## src/rtl/slab_compare_seq_if.sv

```systemverilog
// Bus bundle for slab_compare_seq: job input handshake, shared comparator
// port and result handshake. The slave modport is the sequencer's view.
interface slab_compare_seq_if #(
    parameter int W = 26
);
    logic       in_valid;
    logic       in_ready;
    logic [W:0] tmin_x;
    logic [W:0] tmin_y;
    logic [W:0] tmin_z;
    logic [W:0] tmax_x;
    logic [W:0] tmax_y;
    logic [W:0] tmax_z;
    logic [W:0] cmp_a;
    logic [W:0] cmp_b;
    logic       cmp_issue;
    logic       cmp_greater;
    logic       out_valid;
    logic       out_ready;
    logic       hit;
    logic [W:0] tnear;
    logic [W:0] tfar;

    modport slave (
        input  in_valid, tmin_x, tmin_y, tmin_z, tmax_x, tmax_y, tmax_z,
        input  cmp_greater, out_ready,
        output in_ready, cmp_a, cmp_b, cmp_issue, out_valid, hit, tnear, tfar
    );

    modport master (
        output in_valid, tmin_x, tmin_y, tmin_z, tmax_x, tmax_y, tmax_z,
        output cmp_greater, out_ready,
        input  in_ready, cmp_a, cmp_b, cmp_issue, out_valid, hit, tnear, tfar
    );
endinterface

```

## src/rtl/slab_compare_seq.sv

```systemverilog
// Ray-AABB slab test sequencer around one shared FP greater-than comparator.
// Five ordered compares form tnear = max(tmin), tfar = min(tmax) and
// hit = !(tnear > tfar). One compare is in flight at a time.
// Optional macro SLAB_BEHIND_REJECT_EN adds a sixth compare (0 > tfar) that
// rejects boxes lying wholly behind the ray origin.
module slab_compare_seq #(
    parameter int W       = 26,
    parameter int CMP_LAT = 3
) (
    input logic              clk,
    input logic              rst,
    slab_compare_seq_if.slave bus
);

    localparam int CW = $clog2(CMP_LAT + 1);

`ifdef SLAB_BEHIND_REJECT_EN
    localparam logic [2:0] LAST_STEP = 3'd5;
`else
    localparam logic [2:0] LAST_STEP = 3'd4;
`endif

    typedef enum logic [1:0] {
        S_IDLE,
        S_ISSUE,
        S_WAIT,
        S_DONE
    } state_t;

    state_t        state_q;
    logic [2:0]    step_q;
    logic [CW-1:0] cnt_q;

    logic [W:0] tmin_x_q, tmin_y_q, tmin_z_q;
    logic [W:0] tmax_x_q, tmax_y_q, tmax_z_q;

    logic       in_ready_q;
    logic       out_valid_q;
    logic       cmp_issue_q;
    logic [W:0] cmp_a_q, cmp_b_q;
    logic       hit_q;
    logic [W:0] tnear_q, tfar_q;

    logic       hit_d;
    logic [W:0] tnear_d, tfar_d;
    logic [W:0] nxt_a_d, nxt_b_d;

    logic g;
    assign g = bus.cmp_greater;

    // Step update for the compare just completed, plus operands of the next
    // step built from the freshly updated tnear/tfar so no idle cycle is needed.
    always_comb begin
        tnear_d = tnear_q;
        tfar_d  = tfar_q;
        hit_d   = hit_q;
        nxt_a_d = '0;
        nxt_b_d = '0;
        case (step_q)
            3'd0: begin
                tnear_d = g ? tmin_x_q : tmin_y_q;
                nxt_a_d = tnear_d;
                nxt_b_d = tmin_z_q;
            end
            3'd1: begin
                tnear_d = g ? tnear_q : tmin_z_q;
                nxt_a_d = tmax_x_q;
                nxt_b_d = tmax_y_q;
            end
            3'd2: begin
                tfar_d  = g ? tmax_y_q : tmax_x_q;
                nxt_a_d = tfar_d;
                nxt_b_d = tmax_z_q;
            end
            3'd3: begin
                tfar_d  = g ? tmax_z_q : tfar_q;
                nxt_a_d = tnear_q;
                nxt_b_d = tfar_d;
            end
            3'd4: begin
                hit_d = !g;
`ifdef SLAB_BEHIND_REJECT_EN
                nxt_a_d = '0;
                nxt_b_d = tfar_q;
`endif
            end
`ifdef SLAB_BEHIND_REJECT_EN
            3'd5: begin
                hit_d = hit_q && !g;
            end
`endif
            default: ;
        endcase
    end

    // Sequencer FSM with registered handshake, comparator and result outputs.
    always_ff @(posedge clk or posedge rst) begin
        if (rst) begin
            state_q     <= S_IDLE;
            step_q      <= '0;
            cnt_q       <= '0;
            tmin_x_q    <= '0;
            tmin_y_q    <= '0;
            tmin_z_q    <= '0;
            tmax_x_q    <= '0;
            tmax_y_q    <= '0;
            tmax_z_q    <= '0;
            in_ready_q  <= 1'b1;
            out_valid_q <= 1'b0;
            cmp_issue_q <= 1'b0;
            cmp_a_q     <= '0;
            cmp_b_q     <= '0;
            hit_q       <= 1'b0;
            tnear_q     <= '0;
            tfar_q      <= '0;
        end else begin
            case (state_q)
                S_IDLE: begin
                    if (bus.in_valid && in_ready_q) begin
                        tmin_x_q    <= bus.tmin_x;
                        tmin_y_q    <= bus.tmin_y;
                        tmin_z_q    <= bus.tmin_z;
                        tmax_x_q    <= bus.tmax_x;
                        tmax_y_q    <= bus.tmax_y;
                        tmax_z_q    <= bus.tmax_z;
                        cmp_a_q     <= bus.tmin_x;
                        cmp_b_q     <= bus.tmin_y;
                        cmp_issue_q <= 1'b1;
                        in_ready_q  <= 1'b0;
                        step_q      <= '0;
                        state_q     <= S_ISSUE;
                    end
                end
                S_ISSUE: begin
                    cmp_issue_q <= 1'b0;
                    cnt_q       <= CW'(CMP_LAT);
                    state_q     <= S_WAIT;
                end
                S_WAIT: begin
                    cnt_q <= cnt_q - CW'(1);
                    // Counter hits zero at this edge: CMP_LAT cycles after issue.
                    if (cnt_q == CW'(1)) begin
                        tnear_q <= tnear_d;
                        tfar_q  <= tfar_d;
                        hit_q   <= hit_d;
                        if (step_q == LAST_STEP) begin
                            out_valid_q <= 1'b1;
                            state_q     <= S_DONE;
                        end else begin
                            step_q      <= step_q + 3'd1;
                            cmp_a_q     <= nxt_a_d;
                            cmp_b_q     <= nxt_b_d;
                            cmp_issue_q <= 1'b1;
                            state_q     <= S_ISSUE;
                        end
                    end
                end
                S_DONE: begin
                    if (bus.out_ready) begin
                        out_valid_q <= 1'b0;
                        in_ready_q  <= 1'b1;
                        state_q     <= S_IDLE;
                    end
                end
                default: state_q <= S_IDLE;
            endcase
        end
    end

    assign bus.in_ready  = in_ready_q;
    assign bus.out_valid = out_valid_q;
    assign bus.cmp_issue = cmp_issue_q;
    assign bus.cmp_a     = cmp_a_q;
    assign bus.cmp_b     = cmp_b_q;
    assign bus.hit       = hit_q;
    assign bus.tnear     = tnear_q;
    assign bus.tfar      = tfar_q;

endmodule

```

## src/flat_wrapper.sv

```systemverilog
// flat-port wrapper written by rule: the top's interface ports become plain ports
module slab_compare_seq_flat 
#(
    parameter int W       = 26,
    parameter int CMP_LAT = 3
)
  (clk, rst, bus_in_valid, bus_tmin_x, bus_tmin_y, bus_tmin_z, bus_tmax_x, bus_tmax_y, bus_tmax_z, bus_cmp_greater, bus_out_ready, bus_in_ready, bus_cmp_a, bus_cmp_b, bus_cmp_issue, bus_out_valid, bus_hit, bus_tnear, bus_tfar);
  slab_compare_seq_if #(.W(W)) bus_i ();
  input logic clk;
  input logic rst;
  input wire logic [$bits(bus_i.in_valid)-1:0] bus_in_valid;
  input wire logic [$bits(bus_i.tmin_x)-1:0] bus_tmin_x;
  input wire logic [$bits(bus_i.tmin_y)-1:0] bus_tmin_y;
  input wire logic [$bits(bus_i.tmin_z)-1:0] bus_tmin_z;
  input wire logic [$bits(bus_i.tmax_x)-1:0] bus_tmax_x;
  input wire logic [$bits(bus_i.tmax_y)-1:0] bus_tmax_y;
  input wire logic [$bits(bus_i.tmax_z)-1:0] bus_tmax_z;
  input wire logic [$bits(bus_i.cmp_greater)-1:0] bus_cmp_greater;
  input wire logic [$bits(bus_i.out_ready)-1:0] bus_out_ready;
  output wire logic [$bits(bus_i.in_ready)-1:0] bus_in_ready;
  output wire logic [$bits(bus_i.cmp_a)-1:0] bus_cmp_a;
  output wire logic [$bits(bus_i.cmp_b)-1:0] bus_cmp_b;
  output wire logic [$bits(bus_i.cmp_issue)-1:0] bus_cmp_issue;
  output wire logic [$bits(bus_i.out_valid)-1:0] bus_out_valid;
  output wire logic [$bits(bus_i.hit)-1:0] bus_hit;
  output wire logic [$bits(bus_i.tnear)-1:0] bus_tnear;
  output wire logic [$bits(bus_i.tfar)-1:0] bus_tfar;
  assign bus_i.in_valid = bus_in_valid;
  assign bus_i.tmin_x = bus_tmin_x;
  assign bus_i.tmin_y = bus_tmin_y;
  assign bus_i.tmin_z = bus_tmin_z;
  assign bus_i.tmax_x = bus_tmax_x;
  assign bus_i.tmax_y = bus_tmax_y;
  assign bus_i.tmax_z = bus_tmax_z;
  assign bus_i.cmp_greater = bus_cmp_greater;
  assign bus_i.out_ready = bus_out_ready;
  assign bus_in_ready = bus_i.in_ready;
  assign bus_cmp_a = bus_i.cmp_a;
  assign bus_cmp_b = bus_i.cmp_b;
  assign bus_cmp_issue = bus_i.cmp_issue;
  assign bus_out_valid = bus_i.out_valid;
  assign bus_hit = bus_i.hit;
  assign bus_tnear = bus_i.tnear;
  assign bus_tfar = bus_i.tfar;
  slab_compare_seq #(.W(W), .CMP_LAT(CMP_LAT)) u_core (.clk(clk), .rst(rst), .bus(bus_i));
endmodule
```

## config.mk

```make
export PLATFORM = sky130hd
export DESIGN_NAME = slab_compare_seq_flat
export DESIGN_NICKNAME = d
export VERILOG_FILES = /design/src/rtl/slab_compare_seq_if.sv /design/src/rtl/slab_compare_seq.sv /design/src/flat_wrapper.sv
export SDC_FILE = /design/constraint.sdc
export NUM_CORES = 1
export LEC_CHECK = 0
export CORE_AREA = 2 2 216 218
export CTS_CLUSTER_DIAMETER = 50
export CTS_CLUSTER_SIZE = 10
export DETAILED_ROUTE_END_ITERATION = 10
export DIE_AREA = 0 0 218 220
export GPL_ROUTABILITY_DRIVEN = 0
export GPL_TIMING_DRIVEN = 0
export PLACE_DENSITY_LB_ADDON = 0.08
export SKIP_CTS_REPAIR_TIMING = 1
export SLEW_MARGIN = 10
export SYNTH_ARGS = -nofsm -noshare
export SYNTH_HDL_FRONTEND = slang
export SYNTH_SLANG_ARGS = --single-unit
```

## constraint.sdc

```tcl
create_clock -name clk -period 26.4 [get_ports clk]
set_clock_uncertainty 0.15 [all_clocks]
set_input_delay 3.96 -clock clk [delete_from_list [all_inputs] [get_ports clk]]
set_output_delay 3.96 -clock clk [all_outputs]
set_load 0.01 [all_outputs]
```

==> results of run 1 <==
[per-stage QoR]
stage | total power, W | instances | area (um2) | hold WS (ns)
2_1_floorplan | 0.000464 | 1119 | 13500 | 0.321
3_3_place_gp | 0.000511 | 2003 | 17000 | 0.333
3_5_place_dp | 0.000511 | 2005 | 17100 | 0.341
4_1_cts | 0.00112 | 2079 | 18600 | 0.354
5_1_grt | 0.00114 | 2079 | 18600 | 0.359
6_report | 0.00110 | 2079 | 18600 | 0.353
[Yosys cell counts (2+ instances only)]
master     count  area (um2)
dfrtp_1      280        7010
mux2_2       215        2420
o21ai_0       86         430
nand2_1       77         289
nor3b_1       56         420
a221o_1       54         541
clkbuf_1      45         169
a222oi_1      39         390
a21oi_1       34         170
nor2_1        33         124
buf_2         32         160
mux2i_1       31         310
a22oi_1       15         113
buf_1         14        52.6
a22o_1        13         114
o211ai_1      13        97.6
o22ai_1       13        81.3
a2bb2oi_1     12         105
ha_1          11         138
inv_1         10        37.5
buf_6          7        78.8
nor2b_1        4        25.0
o21ai_1        2        10.0
o221ai_1       2        17.5
[worst max-delay path by stage]
stage	startpoint	end	slack, ns	cells after the start
detailed placement	bus_in_valid	u_core.bus.cmp_a[7]	19.89	7
finish	bus_in_valid	u_core.bus.cmp_a[7]	20.38	7
floorplan	rst	u_core.bus.cmp_a[0]	14.54	1
global route	bus_in_valid	u_core.bus.cmp_a[11]	20.35	7
global placement	rst	u_core.tmax_x_q[7]	9.98	2
CTS	bus_in_valid	u_core.bus.cmp_a[7]	20.47	7
[flip-flops by register name, summed over array words and instances (netlist names), 3 cells and up]
name / cells
u_core.bus.cmp_a: 27
u_core.bus.tnear: 27
u_core.step_q: 3
u_core.tmax_x_q: 27
u_core.bus.cmp_b: 27
u_core.bus.tfar: 27
u_core.tmin_x_q: 27
u_core.tmax_y_q: 27
u_core.tmin_y_q: 27
u_core.tmin_z_q: 27
u_core.tmax_z_q: 27
[cell type report]
class / count / area (um2) / area share
inverter: 11 / 48.8 / 0.00263
tap: 607 / 759 / 0.0409
multi-input combinational: 728 / 5940 / 0.320
clock buffer: 51 / 1160 / 0.0623
clock inverter: 23 / 324 / 0.0175
sequential: 281 / 7030 / 0.379
buffer: 99 / 468 / 0.0252
timing repair buffer: 279 / 2830 / 0.152
[worst max-delay path, cell delays in order]
cell and delay [ns]:
clkdlybuf4s50_1 0.52, a21boi_2 0.11, nor2_1 0.30, o211a_1 0.20, buf_2 0.25, clkbuf_1 0.73, a221o_1 0.28
[layer usage]
layer	vias to the layer above	wire length [um]
met5	-	28
met2	447	27000
met1	5780	26000
li1	4898	-
met3	90	3970
met4	4	1380
[power by group]
group | internal (W) | leakage [nW] | total, W | switching [W]
registers | 0.000435 | 3.73 | 0.000439 | 0.00000371
logic | 0.0000371 | 3.70 | 0.0000632 | 0.0000261
clock network | 0.000381 | 0.711 | 0.000600 | 0.000219
[cell families after synthesis]
family,Yosys count
AO/OA/AOI/OAI,292
multiplexers,246
buffers and inverters,110
adder cells (fa/ha/maj),11
flip-flops,281
AND/OR/NAND/NOR,179
==> results.tsv, run 1 <==
metric	value	unit
Global Route met2 Usage	0.385	
Sink Count	281	
core footprint	45900	um2
vias per cell	5.40	
share of flip-flops with an asynchronous set or reset	1.00	
largest family of logic cells by synthesized area	multiplexers	
flops & latches, synth	281	
RSZ-0062 raised after global routing	false	
initial core utilization	0.294	
TritonCTS Buffers	43	
met1 Resource Use GR	0.333	
DIE WIDTH	218	um
antenna cells	0	
Hold Path Stages	1	
Die Y	220	um
crit path max fanout	10	
Final Core Density	0.405	
fin crit share	0.228	
outcome	completed	
clk_lat worst skew	0.58	ns
min setup slack post-route	20.38	ns
Post-synth EDFFs	0	
Initial DRC Count	961	
H-tree Lvls	2	
Synth Area in Simple Gates	0.0687	
vias in the first global route	11553	
DRC	0	
GR Overflow Total	0	
mux contribution to synthesized area	0.203	
largest net degree at the start of global routing	106	
Syn Inst Count	1119	
Die Footprint	48000	um2
via count	11219	
drt total wl	58.3	mm
global-route wire length before repair	82.4	mm
Rows	79	
ratio of cells with drive above 1 in the final layout	0.228	
# nets final	1621	
Buffers on Ports	277	
CP endpoint kind	flop	
Arr. time, crit path	6.36	ns
met3 GRT Util	0.0494	
total power per unit cell area	59.4	nW/um2
Post-synth top flop	dfrtp_1	
Fmax	0.166	GHz
grt peak-use layer	met2	
commonest non-fill, non-tap cell in the layout	dfrtp_1	
syn nets	1297	
post-layout min period	6.02	ns
Max Slew Vio Count	0	
commonest non-fill, non-tap cells in the layout	dfrtp_1, clkdlybuf4s50_1, mux2_2	
drt wl/cell	28.1	um
post-synthesis xor/xnor area fraction	0	
worst hold path endpoint	u_core.cnt_q[1]	
worst min path class	reg -> reg	
Max VDD drop	0.0526	mV
relative slew slack	0.258	
synth warn	0	
max-cap violations	0	
cell leakage power	8.13	nW
initial antenna violation count	2	
Critical Path Start Type	primary input	
worst slew pin tran	1.11	ns
I/O pin count	279	
final setup vio count	0	
Fin. Hold Viols	0	
post-synthesis sequential area ratio	0.521	
Max clock buf depth	3	
critical path class	in -> reg	
synthesized area	13500	um2
Layout area overhead	37.6	%
Hold Startpoint	u_core.cnt_q[1]	
r2r setup slk	22.98	ns
R2R cell count	7	
reg2reg end	u_core.bus.tfar[16]	
worst r2r src	u_core.step_q[0]	
worst slack, placed	19.89	ns
post-synth cell types	45	
gr usage total	0.242	
1st-pass router iterations	7	
CTS Root Cell	clkbuf_16	
FILL cells	4528	
area fraction in compound gates after synthesis	0.159	
post-route antenna net violation count	0	
syn_area_per_cell	12.1	um2
CTS tree	yes	
Post-Route Setup TNS	0	ns
Worst-path clk slew	0.06	ns
post-synthesis adder-cell area fraction	0.0102	
critical path data required time	26.74	ns
HPWL after DPL	41.3	mm
Power figures use the tool's default switching activity.
==> inputs of run 2 (changes only) <==
clock period = 5.05 ns   (was 26.4 ns; I/O delays follow)
==> run 2 against run 1 <==
First-iteration DRC count up 4.4%; via count up 0.96%; critical path depth unchanged; core utilization up 0.21 points; sequential cell count unchanged; global-route usage up 0.10 points; clock power rose to 5.1 times the previous value; final cell count up 0.19%; design area up 0.53%; clock-buffer cell count up 3; hold slack about the same; sequential share of layout area down 0.20 points; largest power group unchanged; highest routed layer unchanged.
==> results.tsv, run 2 (synthesized netlist as in run 1, its figures left out) <==
metric	value	unit	change
Rows	79		unchanged
worst min path class	reg -> reg		
Buffers on Ports	277		unchanged
dpl cell area	17200	um2	+0.75%
RSZ-0062 raised after global routing	false		
via count	11327		+0.96%
Die Footprint	48000	um2	unchanged
Critical Path Start Type	flop		
final setup vio count	0		unchanged
I/O pin count	279		unchanged
FILL cells	4514		-0.31%
Hold Path Stages	1		unchanged
post-route antenna net violation count	0		unchanged
R2R cell count	7		unchanged
Max clock buf depth	3		unchanged
r2r setup slk	1.65	ns	-21.33 ns
crit path max fanout	10		unchanged
antenna cells	0		unchanged
HPWL after DPL	42.1	mm	+1.7%
Final Core Density	0.407		+0.00213
DRC	0		unchanged
Worst-path clk slew	0.06	ns	about the same
max-cap violations	0		unchanged
# nets final	1627		+0.37%
critical path data required time	5.34	ns	-21.40 ns
drt wl/cell	28.2	um	+0.64%
reg2reg end	u_core.bus.tfar[16]		
CTS tree	yes		
TritonCTS Buffers	42		-2.3%
CP endpoint kind	flop		
worst r2r src	u_core.step_q[0]		
Sink Count	281		unchanged
Die Y	220	um	unchanged
Max VDD drop	0.191	mV	+260%
Top cell by count, worst path	clkbuf_1		
Max Slew Vio Count	0		unchanged
vias in the first global route	11603		+0.43%
worst hold path endpoint	u_core.tmin_y_q[0]		
post-layout min period	3.40	ns	
worst slew pin tran	1.11	ns	-0.00744 ns
gr usage total	0.243		+0.00101
cell leakage power	8.19	nW	+0.68%
drt total wl	58.8	mm	+0.84%
Hold Startpoint	u_core.tmin_y_q[0]		
Initial DRC Count	1003		+4.4%
commonest non-fill, non-tap cells in the layout	dfrtp_1, clkdlybuf4s50_1, mux2_2		
outcome	completed		
Arr. time, crit path	3.70	ns	-2.66 ns
commonest non-fill, non-tap cell in the layout	dfrtp_1		
largest stage delay on the critical path	0.66	ns	-0.07 ns
global-route wire length before repair	83.2	mm	+0.97%
CTS Root Cell	clkbuf_16		
relative slew slack	0.263		+0.00496
total power per unit cell area	307	nW/um2	+420%
1st-pass router iterations	7		unchanged
worst slack, placed	1.71	ns	-18.18 ns
fin crit share	0.674		
CP max-delay cell	clkbuf_1		
initial antenna violation count	2		unchanged
min setup slack post-route	1.65	ns	-18.74 ns
Hold WS	0.353	ns	+0.0000120 ns
fin area	18700	um2	+0.53%
initial core utilization	0.294		unchanged
GR Overflow Total	0		unchanged
clk_lat worst skew	0.56	ns	-0.02 ns
core footprint	45900	um2	unchanged
vias per cell	5.44		+0.77%
Layout area overhead	38.4	%	
Fmax	0.294	GHz	
H-tree Lvls	2		unchanged
ratio of cells with drive above 1 in the final layout	0.230		+0.00209
Post-Route Setup TNS	0	ns	unchanged
largest net degree at the start of global routing	36		-66%
cell breakdown of the critical path	ha_1, ha_1, clkbuf_1, clkbuf_1, clkbuf_1, o21ai_0, a22o_1		
Fin. Hold Viols	0		unchanged
critical path class	reg -> reg		
DIE WIDTH	218	um	unchanged
-- run 2: cell types whose count changed in the layout (fill, tap and decap cells not counted), sizes merged --
cell and change:
inv -2, clkbuf +3, bufinv -2, buf +7
clkinvlp -2
-- run 2: layout make-up --
type                       instances  area [um2]  area share
buffer                            99         468      0.0251
multi-input combinational        728        5940       0.319
inverter                          11        45.0     0.00241
timing repair buffer             286        2960       0.159
tap                              607         759      0.0407
clock inverter                    17         229      0.0123
clock buffer                      54        1220      0.0654
sequential                       281        7030       0.377
-- run 2: power breakdown --
part           switching, W  internal (W)  total [W]
combinational      0.000141      0.000204   0.000345
clock               0.00113       0.00195    0.00308
sequential        0.0000193       0.00228    0.00229
-- run 2: how the worst max path moves through the flow --
stage / start / to
global placement: rst / u_core.tmin_x_q[7]
detailed placement: bus_in_valid / u_core.bus.cmp_a[7]
CTS: u_core.step_q[0] / u_core.bus.tfar[16]
global route: u_core.step_q[0] / u_core.bus.tfar[15]
finish: u_core.step_q[0] / u_core.bus.tfar[16]
floorplan: rst / u_core.bus.cmp_a[0]
-- run 2: worst max-delay path, delay by kind of cell, from the launching register on --
family | cells | cell delay, ns
AOI/OAI and AO/OA | 2 | 0.44
adders and majority gates | 2 | 0.48
DFF | 1 | 0.42
buffers and inverters | 3 | 1.78
-- run 2: metal layers --
layer | vias up | global-route usage | wire [um] | share of wire
met5 | - | 0 | 31 | 0.00053
met4 | 4 | 0.0753 | 1460 | 0.025
met3 | 92 | 0.0432 | 3550 | 0.060
met2 | 464 | 0.386 | 27200 | 0.46
met1 | 5844 | 0.337 | 26600 | 0.45
li1 | 4923 | - | - | -
-- run 2: metrics by stage --
stage               power, W  cells
global route         0.00590   2083
global placement     0.00267   2003
detailed placement   0.00268   2012
CTS                  0.00578   2083
floorplan            0.00243   1119
finish               0.00572   2083
